==> src/rtl/diff_sample_sequencer_if.sv <==
// diff_sample_sequencer_if
//   Differentiator-side stream signals of the sample sequencer.
//   master : the sequencer (drives the sample stream, receives results)
//   slave  : the differentiator (accepts samples, returns results)
//   s_axis_tvalid/s_axis_tready/s_axis_tdata : sample stream to the differentiator
//   m_axis_tvalid/m_axis_tdata               : result stream from the differentiator
interface diff_sample_sequencer_if #(
    parameter int unsigned DATA_W = 16
);
    logic              s_axis_tvalid;
    logic              s_axis_tready;
    logic [DATA_W-1:0] s_axis_tdata;
    logic              m_axis_tvalid;
    logic [DATA_W-1:0] m_axis_tdata;

    modport master (
        output s_axis_tvalid,
        output s_axis_tdata,
        input  s_axis_tready,
        input  m_axis_tvalid,
        input  m_axis_tdata
    );

    modport slave (
        input  s_axis_tvalid,
        input  s_axis_tdata,
        output s_axis_tready,
        output m_axis_tvalid,
        output m_axis_tdata
    );
endinterface

==> src/rtl/diff_sample_sequencer.sv <==
// diff_sample_sequencer
//   Paces the latest ADC sample into the FIR differentiator at a fixed rate, one
//   transaction in flight, drops the start-up transient results and forwards the rest.
//   clk, rst          : clock, synchronous active-high reset
//   enable            : run/stop (acted on only while waiting for a tick)
//   clear_err         : pulse clearing the sticky error bits (a same-cycle set wins)
//   adc_valid/adc_data: ADC sample input, captured into a holding register
//   axis              : differentiator sample stream (out) and result stream (in)
//   out_valid/out_data: one-cycle forwarded derivative
//   busy              : transaction in flight (SEND or WAIT_RES)
//   err_timeout       : sticky, no result within TIMEOUT cycles
//   err_overrun       : sticky, tick arrived while a transaction was in flight
//   sample_count      : results forwarded, wraps at 2^32
module diff_sample_sequencer #(
    parameter int unsigned DATA_W   = 16,
    parameter int unsigned TICK_DIV = 250000,
    parameter int unsigned TIMEOUT  = 64,
    parameter int unsigned DISCARD  = 1
) (
    input  logic                    clk,
    input  logic                    rst,
    input  logic                    enable,
    input  logic                    clear_err,
    input  logic                    adc_valid,
    input  logic [DATA_W-1:0]       adc_data,
    diff_sample_sequencer_if.master axis,
    output logic                    out_valid,
    output logic [DATA_W-1:0]       out_data,
    output logic                    busy,
    output logic                    err_timeout,
    output logic                    err_overrun,
    output logic [31:0]             sample_count
);
    localparam int unsigned TickW = $clog2(TICK_DIV);
    localparam int unsigned ToW   = $clog2(TIMEOUT);
    localparam int unsigned DiscW = (DISCARD > 0) ? $clog2(DISCARD + 1) : 1;

    localparam logic [TickW-1:0] TickLast = TickW'(TICK_DIV - 1);
    localparam logic [ToW-1:0]   ToLast   = ToW'(TIMEOUT - 1);
    localparam logic [DiscW-1:0] DiscInit = DiscW'(DISCARD);

    typedef enum logic [1:0] {StIdle, StWaitTick, StSend, StWaitRes} state_e;

    state_e             state_q, state_d;
    logic [TickW-1:0]   tick_cnt_q, tick_cnt_d;
    logic [DATA_W-1:0]  hold_q, hold_d;
    logic [DATA_W-1:0]  tdata_q, tdata_d;
    logic [ToW-1:0]     to_cnt_q, to_cnt_d;
    logic [DiscW-1:0]   disc_q, disc_d;
    logic               out_valid_q, out_valid_d;
    logic [DATA_W-1:0]  out_data_q, out_data_d;
    logic [31:0]        count_q, count_d;
    logic               err_to_q, err_to_d;
    logic               err_ov_q, err_ov_d;

    logic tick;
    logic in_flight;
    logic res_take;
    logic timeout_hit;

    // The tick counter starts one cycle after the enable rise (IDLE -> WAIT_TICK) so
    // the first tick lands TICK_DIV cycles after the FSM leaves IDLE.
    assign tick        = enable && (state_q != StIdle) && (tick_cnt_q == TickLast);
    assign in_flight   = (state_q == StSend) || (state_q == StWaitRes);
    assign res_take    = (state_q == StWaitRes) && axis.m_axis_tvalid;
    assign timeout_hit = (state_q == StWaitRes) && !axis.m_axis_tvalid && (to_cnt_q == ToLast);

    // State register
    always_ff @(posedge clk) begin
        if (rst) begin
            state_q <= StIdle;
        end else begin
            state_q <= state_d;
        end
    end

    // Next-state logic
    always_comb begin
        state_d = state_q;
        unique case (state_q)
            StIdle: begin
                if (enable) state_d = StWaitTick;
            end
            StWaitTick: begin
                if (!enable)   state_d = StIdle;
                else if (tick) state_d = StSend;
            end
            StSend: begin
                if (axis.s_axis_tready) state_d = StWaitRes;
            end
            StWaitRes: begin
                if (res_take || timeout_hit) state_d = StWaitTick;
            end
            default: state_d = StIdle;
        endcase
    end

    // FSM outputs
    always_comb begin
        axis.s_axis_tvalid = (state_q == StSend);
        axis.s_axis_tdata  = tdata_q;
        busy               = in_flight;
    end

    // Datapath next-state
    always_comb begin
        tick_cnt_d = '0;
        if (enable && (state_q != StIdle)) begin
            tick_cnt_d = (tick_cnt_q == TickLast) ? '0 : tick_cnt_q + TickW'(1);
        end

        hold_d = adc_valid ? adc_data : hold_q;

        // Sample is frozen from the tick until the handshake completes.
        tdata_d = tdata_q;
        if ((state_q == StWaitTick) && tick) tdata_d = hold_q;

        to_cnt_d = to_cnt_q;
        if (state_q == StSend)         to_cnt_d = '0;
        else if (state_q == StWaitRes) to_cnt_d = to_cnt_q + ToW'(1);

        disc_d = disc_q;
        if ((state_q == StIdle) && enable)        disc_d = DiscInit;
        else if (res_take && (disc_q != '0))      disc_d = disc_q - DiscW'(1);

        out_valid_d = res_take && (disc_q == '0);
        out_data_d  = out_valid_d ? axis.m_axis_tdata : out_data_q;
        count_d     = count_q + 32'(out_valid_d);

        // Clear first so a simultaneous set takes priority.
        err_to_d = clear_err ? 1'b0 : err_to_q;
        if (timeout_hit) err_to_d = 1'b1;
        err_ov_d = clear_err ? 1'b0 : err_ov_q;
        if (tick && in_flight) err_ov_d = 1'b1;
    end

    always_ff @(posedge clk) begin
        if (rst) begin
            tick_cnt_q  <= '0;
            hold_q      <= '0;
            tdata_q     <= '0;
            to_cnt_q    <= '0;
            disc_q      <= '0;
            out_valid_q <= 1'b0;
            out_data_q  <= '0;
            count_q     <= '0;
            err_to_q    <= 1'b0;
            err_ov_q    <= 1'b0;
        end else begin
            tick_cnt_q  <= tick_cnt_d;
            hold_q      <= hold_d;
            tdata_q     <= tdata_d;
            to_cnt_q    <= to_cnt_d;
            disc_q      <= disc_d;
            out_valid_q <= out_valid_d;
            out_data_q  <= out_data_d;
            count_q     <= count_d;
            err_to_q    <= err_to_d;
            err_ov_q    <= err_ov_d;
        end
    end

    assign out_valid    = out_valid_q;
    assign out_data     = out_data_q;
    assign sample_count = count_q;
    assign err_timeout  = err_to_q;
    assign err_overrun  = err_ov_q;
endmodule

==> src/flat_wrapper.sv <==
// flat-port wrapper written by rule: the top's interface ports become plain ports
module diff_sample_sequencer_flat 
#(
    parameter int unsigned DATA_W   = 16,
    parameter int unsigned TICK_DIV = 250000,
    parameter int unsigned TIMEOUT  = 64,
    parameter int unsigned DISCARD  = 1
)
  (clk, rst, enable, clear_err, adc_valid, adc_data, out_valid, out_data, busy, err_timeout, err_overrun, sample_count, axis_s_axis_tvalid, axis_s_axis_tdata, axis_s_axis_tready, axis_m_axis_tvalid, axis_m_axis_tdata);
  diff_sample_sequencer_if #(.DATA_W(DATA_W)) axis_i ();
  input  logic clk;
  input  logic rst;
  input  logic enable;
  input  logic clear_err;
  input  logic adc_valid;
  input  logic [DATA_W-1:0] adc_data;
  output logic out_valid;
  output logic [DATA_W-1:0] out_data;
  output logic busy;
  output logic err_timeout;
  output logic err_overrun;
  output logic [31:0] sample_count;
  output wire logic [$bits(axis_i.s_axis_tvalid)-1:0] axis_s_axis_tvalid;
  output wire logic [$bits(axis_i.s_axis_tdata)-1:0] axis_s_axis_tdata;
  input wire logic [$bits(axis_i.s_axis_tready)-1:0] axis_s_axis_tready;
  input wire logic [$bits(axis_i.m_axis_tvalid)-1:0] axis_m_axis_tvalid;
  input wire logic [$bits(axis_i.m_axis_tdata)-1:0] axis_m_axis_tdata;
  assign axis_s_axis_tvalid = axis_i.s_axis_tvalid;
  assign axis_s_axis_tdata = axis_i.s_axis_tdata;
  assign axis_i.s_axis_tready = axis_s_axis_tready;
  assign axis_i.m_axis_tvalid = axis_m_axis_tvalid;
  assign axis_i.m_axis_tdata = axis_m_axis_tdata;
  diff_sample_sequencer #(.DATA_W(DATA_W), .TICK_DIV(TICK_DIV), .TIMEOUT(TIMEOUT), .DISCARD(DISCARD)) u_core (.clk(clk), .rst(rst), .enable(enable), .clear_err(clear_err), .adc_valid(adc_valid), .adc_data(adc_data), .axis(axis_i), .out_valid(out_valid), .out_data(out_data), .busy(busy), .err_timeout(err_timeout), .err_overrun(err_overrun), .sample_count(sample_count));
endmodule
==> config.mk <==
export PLATFORM = sky130hd
export DESIGN_NAME = diff_sample_sequencer_flat
export DESIGN_NICKNAME = d
export VERILOG_FILES = /design/src/rtl/diff_sample_sequencer_if.sv /design/src/rtl/diff_sample_sequencer.sv /design/src/flat_wrapper.sv
export SDC_FILE = /design/constraint.sdc
export NUM_CORES = 1
export LEC_CHECK = 0
export BUFFER_PORTS_ARGS = -buffer_cell sky130_fd_sc_hd__buf_2
export CORE_UTILIZATION = 45
export CTS_CLUSTER_DIAMETER = 40
export DETAILED_ROUTE_END_ITERATION = 10
export PLACE_DENSITY_LB_ADDON = 0.25
export REMOVE_ABC_BUFFERS = 1
export SLEW_MARGIN = 5
export SYNTH_ARGS = -nofsm -noshare
export SYNTH_HDL_FRONTEND = slang
export SYNTH_SLANG_ARGS = --single-unit
==> constraint.sdc <==
create_clock -name clk -period 3.3 [get_ports clk]
set_input_delay 0.66 -clock clk [delete_from_list [all_inputs] [get_ports clk]]
set_output_delay 0.66 -clock clk [all_outputs]
set_load 0.01 [all_outputs]
==> results.md, run 1 <==
- Hold slack final: 0.4589 ns
- Post-synthesis register bit count: 110
- # clock sinks: 110
- Fmax: 335.9 MHz
- CTS tree: yes
- Vias/cell: ~5
- Final Hold Vio Count: 0
- Worst-path maximum fanout: 18
- Layout Utilization: 55.29%
- Critical path origin: u_core.state_q[0]
- Maximum clock path buffer count: 2
- GPL Wtd Cong: 0.7751
- Initial DRC Count: 134
- HP Start: u_core.out_data[2]
- Initial core utilization: 46.27%
- IO Pins: 108
- PwrDens: 439.8 nW/um^2
- Clock Latency Late Sink: approximately 0.37 ns
- Worst Hold Class: flop to flop
- Fin area: 5379 sq um
- Aggregate routed wire length: 9339 um
- Hpwl dp: 6625 um
- Relative slew slack: 24.06%
- Cell area after synthesis: 4502 sq um
- Cells after Synth: 495
- Die area: approximately 10000 sq um
- Status: complete, no violations
- Largest net degree at the start of global routing: 89
- Crit Path Class: flop to flop
- N_diodes: 0
- RSZ-0062 raised after global routing: false
- Vias: 3654
- Max-slew violations: 0
- Total core area: between 9000 and 10000 sq um
- Clock root cell: clkbuf_8
- Cells after DPL: 717
- Fill cells: a little over 900
- Row cnt: 36
- Leakage power: roughly 0.0023 uW
- CTS clk-pin slew, worst paths: 0.11 ns
- Setup TNS: 0 ns
- FF/Latch Area: 2202 sq um
- Final Non-Filler Cells: 733
- Distinct cell type count after synthesis: 41
- Clock skew: 0.01617 ns
- Final setup viols: 0
- DR WL/cell: 12.74 um
- Max Cap Violations: 0
- H-tree levels: 3
- TritonCTS Buffers: 9
- Clock period minus worst slack: 2.977 ns
- Multi-input gate area: roughly 2200 sq um
- Cell Area, Placed: 5147 sq um
- # nets final: 642
- Seq/Total Area, Yosys: 48.92%
- Maximum vdd drop: roughly 0.29 mV
- Final worst path period share: 90.22%
- Die width: 102.0 um
- R2R Setup Slk: 0.32 ns
- CP Launch Type: flop
- Vias in the first global route: 3328
- DR pass1 iterations: 4
- Overall Global Routing Usage: 18.50%
- Syn avg cell area: ~9.1 sq um
- Detail Route Antenna Nets: 0
- First-pass GRT wire length: 15210 um
- Worst EP arrival: 3.27 ns
- Share of cells above drive strength 1: 22.50%
- Critical Path RT: 3.60 ns
- IO Port Bufs: 107
- Worst slew pin tran: 1.132 ns
- YS warnings: 0
- Area growth from synthesis to layout: 19.48%
- Worst setup EP type: flop
- Grt total ovfl: 0
- Die height: around 100 um
- R2R Path Start: u_core.state_q[0]
- Drt drc: 0
- Initial antenna violation count: 0
==> logic make-up after synthesis <==
family	Yosys count	synth area share, %
compound gates	36	4.614
xor+xnor	47	9.144
fa+ha+maj	8	2.224
buf+inv	35	3.279
flops	110	48.92
mux	34	7.560
simple gates	225	24.26
==> critical path, cell delays in order, from the launching register on <==
cell      delay (ns)
dfxtp_1         0.40
ha_1            0.37
nand2_1         0.11
or2_2           0.44
clkinv_1        0.11
ha_1            0.18
nand3_1         0.24
nor3_4          0.38
nand3_1         0.19
or3_1           0.34
a21oi_1         0.14
==> metrics by stage <==
stage	total power, uW	worst slack (ns)
after floorplan	1433	0.4503
after global placement	1489	0.3271
after detailed placement	1493	0.1950
after CTS	2398	0.1843
after global routing	2461	0.05591
final	2366	0.3228
==> Yosys cell counts <==
cell type	count	share of area, %
dfxtp_1	110	49
nor2_1	91	7.6
nand2_1	49	4.1
mux2i_1	34	7.6
xor2_1	34	6.6
nand3_1	25	2.8
a21oi_1	23	2.6
clkbuf_1	17	1.4
nand4_1	16	2.2
xnor2_1	13	2.5
inv_1	12	1.0
ha_1	8	2.2
and3_1	6	0.83
nor3_1	6	0.67
nor4_1	6	0.83
and4_1	5	0.97
or3_1	5	0.69
nor2b_1	4	0.56
o21ai_0	4	0.44
or2_2	3	0.42
buf_1	2	0.17
buf_6	2	0.50
nand2b_1	2	0.28
a22oi_1	1	0.17
a311o_1	1	0.22
a31oi_1	1	0.14
a41oi_1	1	0.19
and2_1	1	0.14
and4bb_1	1	0.28
buf_2	1	0.11
clkinv_1	1	0.083
nand4b_4	1	0.53
nor3_2	1	0.22
nor3b_1	1	0.17
nor4_4	1	0.47
nor4b_4	1	0.53
o2111a_1	1	0.25
o21ai_1	1	0.11
o21ba_2	1	0.22
o22ai_1	1	0.14
o31ai_1	1	0.17
==> registers in the layout, summed over array words and instances, names as in the netlist <==
register / flops
u_core.hold_q: 16
u_core.state_q: 2
u_core.to_cnt_q: 6
u_core.err_timeout: 1
u_core.err_overrun: 1
u_core.tick_cnt_q: 18
u_core.sample_count: 32
u_core.out_valid: 1
u_core.disc_q: 1
u_core.axis.s_axis_tdata: 16
u_core.out_data: 16
==> layer usage <==
metal	wire length, um	vias up	GRT usage [%]
li1	-	1859	-
met1	4340	1713	24.01
met2	4534	70	30.61
met3	332	12	3.078
met4	132	0	7.582
met5	0	-	0
==> power by group <==
| part | internal (uW) | total [uW] | switching [uW] |
|---|---|---|---|
| Combinational | 45.4 | 108 | 63.0 |
| Clock | 437 | 903 | 466 |
| Sequential | 1340 | 1350 | 10.6 |
| Total | 1830 | 2370 | 539 |
==> placed cells by master (no fill, tap or decap), drive strengths merged, types with 2 or more instances in the layout <==
cell / Yosys / routed
or2: 3 / 3
nor2b: 4 / 4
or3: 5 / 5
and4: 5 / 5
clkinv: 1 / 2
ha: 8 / 8
buf: 5 / 111
inv: 12 / 15
clkbuf: 17 / 9
nor2: 91 / 91
nor4: 7 / 7
a21oi: 23 / 23
mux2i: 34 / 34
bufinv: 0 / 2
and3: 6 / 6
nand4: 16 / 16
dfxtp: 110 / 110
nand2: 49 / 49
xor2: 34 / 34
nor3: 7 / 7
xnor2: 13 / 13
nand2b: 2 / 2
o21ai: 5 / 5
nand3: 25 / 25
==> area by class of cell <==
class | instances | share of cell area (%)
Clock buffer | 9 | 2.303
Clock inverter | 7 | 1.884
Inverter | 13 | 0.9072
Multi-Input combinational cell | 350 | 40.13
Sequential cell | 110 | 40.94
Tap cell | 133 | 3.094
Timing Repair Buffer | 111 | 10.75
==> worst paths after layout <==
kind / cells after the start / end
setup / recovery: 10 / u_core.sample_count[25]
hold / removal: 2 / u_core.out_data[2]
setup reg to reg: 10 / u_core.sample_count[25]
hold reg to reg: 2 / u_core.out_data[2]
==> timing repair <==
action                     4_1_cts  5_1_grt
setup endpoints to repair        0        2
buffers inserted                 0        0
hold buffers                     0        0
gates resized for setup          0        1
Note: power is estimated with default switching activity, not from simulation.
==> inputs of run 2 (changes only) <==
--- a/config.mk
+++ b/config.mk
@@ -6,9 +6,10 @@
 export NUM_CORES = 1
 export LEC_CHECK = 0
 export BUFFER_PORTS_ARGS = -buffer_cell sky130_fd_sc_hd__buf_2
-export CORE_UTILIZATION = 45
+export CORE_UTILIZATION = 48
 export CTS_CLUSTER_DIAMETER = 40
 export DETAILED_ROUTE_END_ITERATION = 10
+export GPL_TIMING_DRIVEN = 0
 export PLACE_DENSITY_LB_ADDON = 0.25
 export REMOVE_ABC_BUFFERS = 1
 export SLEW_MARGIN = 5
==> run 2 against run 1 <==
First-iteration DRC count is 55% lower. Maximum frequency grew 2.0%. Total power shrank 0.48%. Clock power down 0.9%. Clock skew increased by 0.0018 ns. Global-route usage increased by 0.70 points. Clock-buffer cell count unchanged. Hold slack worse by 0.0011 ns. Critical endpoint is now u_core.sample_count[19]. Highest routed layer unchanged.
==> results.md, run 2 (synthesis results as in run 1) <==
- Detail Route Antenna Nets: 0 (unchanged)
- Overall Global Routing Usage: 19.20% (+0.70 points)
- Clock Latency Late Sink: 0.38 ns (about the same)
- Maximum clock path buffer count: 2 (unchanged)
- Aggregate routed wire length: 9113 um (-2.4%)
- Largest net degree at the start of global routing: 90 (+1.1%)
- IO Pins: 108 (unchanged)
- Vias/cell: 5.095 (+2.2%)
- Die area: 9770 sq um (-6.1%)
- Initial antenna violation count: 0 (unchanged)
- Share of cells above drive strength 1: 23.17% (+0.67 points)
- Max-slew violations: 0 (unchanged)
- Fmax: 342.6 MHz (+2.0%)
- First-pass GRT wire length: 15120 um (-0.64%)
- DR WL met2: 4507 um (-0.60%)
- Commonest non-fill, non-tap cells in the layout: 110 x dfxtp_1, 106 x buf_2, 91 x nor2_1
- WL met1: 4002 um (-7.8%)
- Cell Area, Placed: 5087 sq um (-1.2%)
- CTS tree: yes
- Die height: 98.85 um (-3.1%)
- Register-to-Register Path Depth: 10 (unchanged)
- RSZ-0062 raised after global routing: false
- Leakage power: 0.002294 uW (+0.56%)
- Hold-fix buffers at CTS: 0 (unchanged)
- Worst slew pin tran: 1.111 ns (-0.02102 ns)
- Area growth from synthesis to layout: 19.23%
- Pre-CTS WS: -0.3232 ns (-0.5182 ns)
- Largest register FFs: 32 (unchanged)
- Final setup viols: 0 (unchanged)
- Worst EP arrival: 3.23 ns (-0.04 ns)
- GPL Wtd Cong: 0.7762 (+0.14%)
- PwrDens: 438.6 nW/um^2 (-0.27%)
- Critical Path RT: 3.61 ns (about the same)
- Vias in the first global route: 3386 (+1.7%)
- Most common library cell in the layout ignoring fill and taps: dfxtp_1
- Row cnt: 34 (-5.6%)
- CTS clk-pin slew, worst paths: 0.12 ns (about the same)
- Grt total ovfl: 0 (unchanged)
- Relative slew slack: 25.47% (+1.4 points)
- # clock sinks: 110 (unchanged)
- WL met3: 386 um (+16%)
- Status: complete, no violations
- Worst-path maximum fanout: 18 (unchanged)
- R2R Path Start: u_core.state_q[0]
- Vias: 3607 (-1.3%)
- R2R Setup Slk: 0.38 ns (+0.06 ns)
- Setup crit end: u_core.sample_count[19]
- FF-to-FF End: u_core.sample_count[19]
- Final Non-Filler Cells: 708 (-3.4%)
- N_diodes: 0 (unchanged)
- Initial DRC Count: 60 (-55%)
- Maximum vdd drop: 0.2552 mV (-11%)
- Critical path origin: u_core.state_q[0]
- Clock skew: 0.01797 ns (+0.001809 ns)
- Hpwl dp: 6364 um (-3.9%)
- Clock period minus worst slack: 2.919 ns (-0.05853 ns)
- Cells after DPL: 689 (-3.9%)
- Total core area: 8891 sq um (-8.6%)
- Final worst path period share: 88.44% (-1.8 points)
- Fin area: 5368 sq um (-0.21%)
- Hold slack final: 0.4577 ns (-0.001137 ns)
- Worst Hold Class: flop to flop
- DR pass1 iterations: 4 (unchanged)
- Setup TNS: 0 ns (unchanged)
- IO Port Bufs: 107 (unchanged)
- Die width: 98.85 um (-3.1%)
- Uppermost routed layer: met4
- Clock root cell: clkbuf_8
- Drt drc: 0 (unchanged)
- DR WL/cell: 12.87 um (+1.0%)
- CP Launch Type: flop
- Final Hold Vio Count: 0 (unchanged)
- Max Cap Violations: 0 (unchanged)
- Worst setup EP type: flop
- Setup ws final: 0.3813 ns (+0.05853 ns)
- H-tree levels: 3 (unchanged)
- Crit Path Class: flop to flop
- # nets final: 642 (unchanged)
- TritonCTS Buffers: 9 (unchanged)
- Initial core utilization: 50.63% (+4.4 points)
run 2: per-layer routing:
metal / vias up / global-route usage [%]
li1: 1864 / -
met2: 85 / 33.94
met1: 1641 / 22.05
met5: - / 0
met4: 0 / 8.496
met3: 17 / 4.539
run 2: power by group:
group	switching [uW]	internal, uW	total (uW)	leakage (uW)
logic	60.4	43.3	104	0.00129
clock network	509	386	895	0.000116
registers	11.2	1340	1360	0.000890
run 2: worst max-delay path: stages (launching register included):
cell and delay, ns:
dfxtp_1 0.41, ha_2 0.30, nand2_1 0.08, or2_2 0.44
clkinvlp_4 0.16, ha_1 0.18, nand3_1 0.25, nor3_4 0.36
nand3_1 0.18, or3_1 0.34, a21oi_1 0.14
run 2: what timing repair did:
item / in CTS / in global routing
buffers inserted: 0 / 3
setup endpoints to repair: 10 / 22
gates cloned: 0 / 0
resized for setup: 2 / 4
hold endpoints to repair: 0 / 0
pin swaps: 0 / 1
run 2: worst min path at each step:
stage                                   start                   to  slack (ns)  cells past startpoint
after detailed placement  u_core.out_data[14]  u_core.out_data[14]        0.44                      2
final                     u_core.out_data[14]  u_core.out_data[14]        0.46                      2
after CTS                 u_core.out_data[14]  u_core.out_data[14]        0.46                      2
after global placement    u_core.out_data[14]  u_core.out_data[14]        0.44                      2
after floorplan                 u_core.disc_q        u_core.disc_q        0.46                      2
after global routing      u_core.out_data[14]  u_core.out_data[14]        0.48                      2
run 2: area by class of cell:
class,instances,area [sq um]
Clock inverter,7,105.1
Clock buffer,9,123.9
Timing Repair Buffer,111,571.8
Tap cell,108,135.1
Fill cell,820,3523
Multi-Input combinational cell,350,2177
Inverter,13,52.55
Sequential cell,110,2202
run 2: per-stage QoR:
stage	total power [uW]	utilization, %
final	2354	60.37
after global routing	2453	60.37
after CTS	2382	59.92
after detailed placement	1490	57.22
after global placement	1485	57.06
after floorplan	1433	-
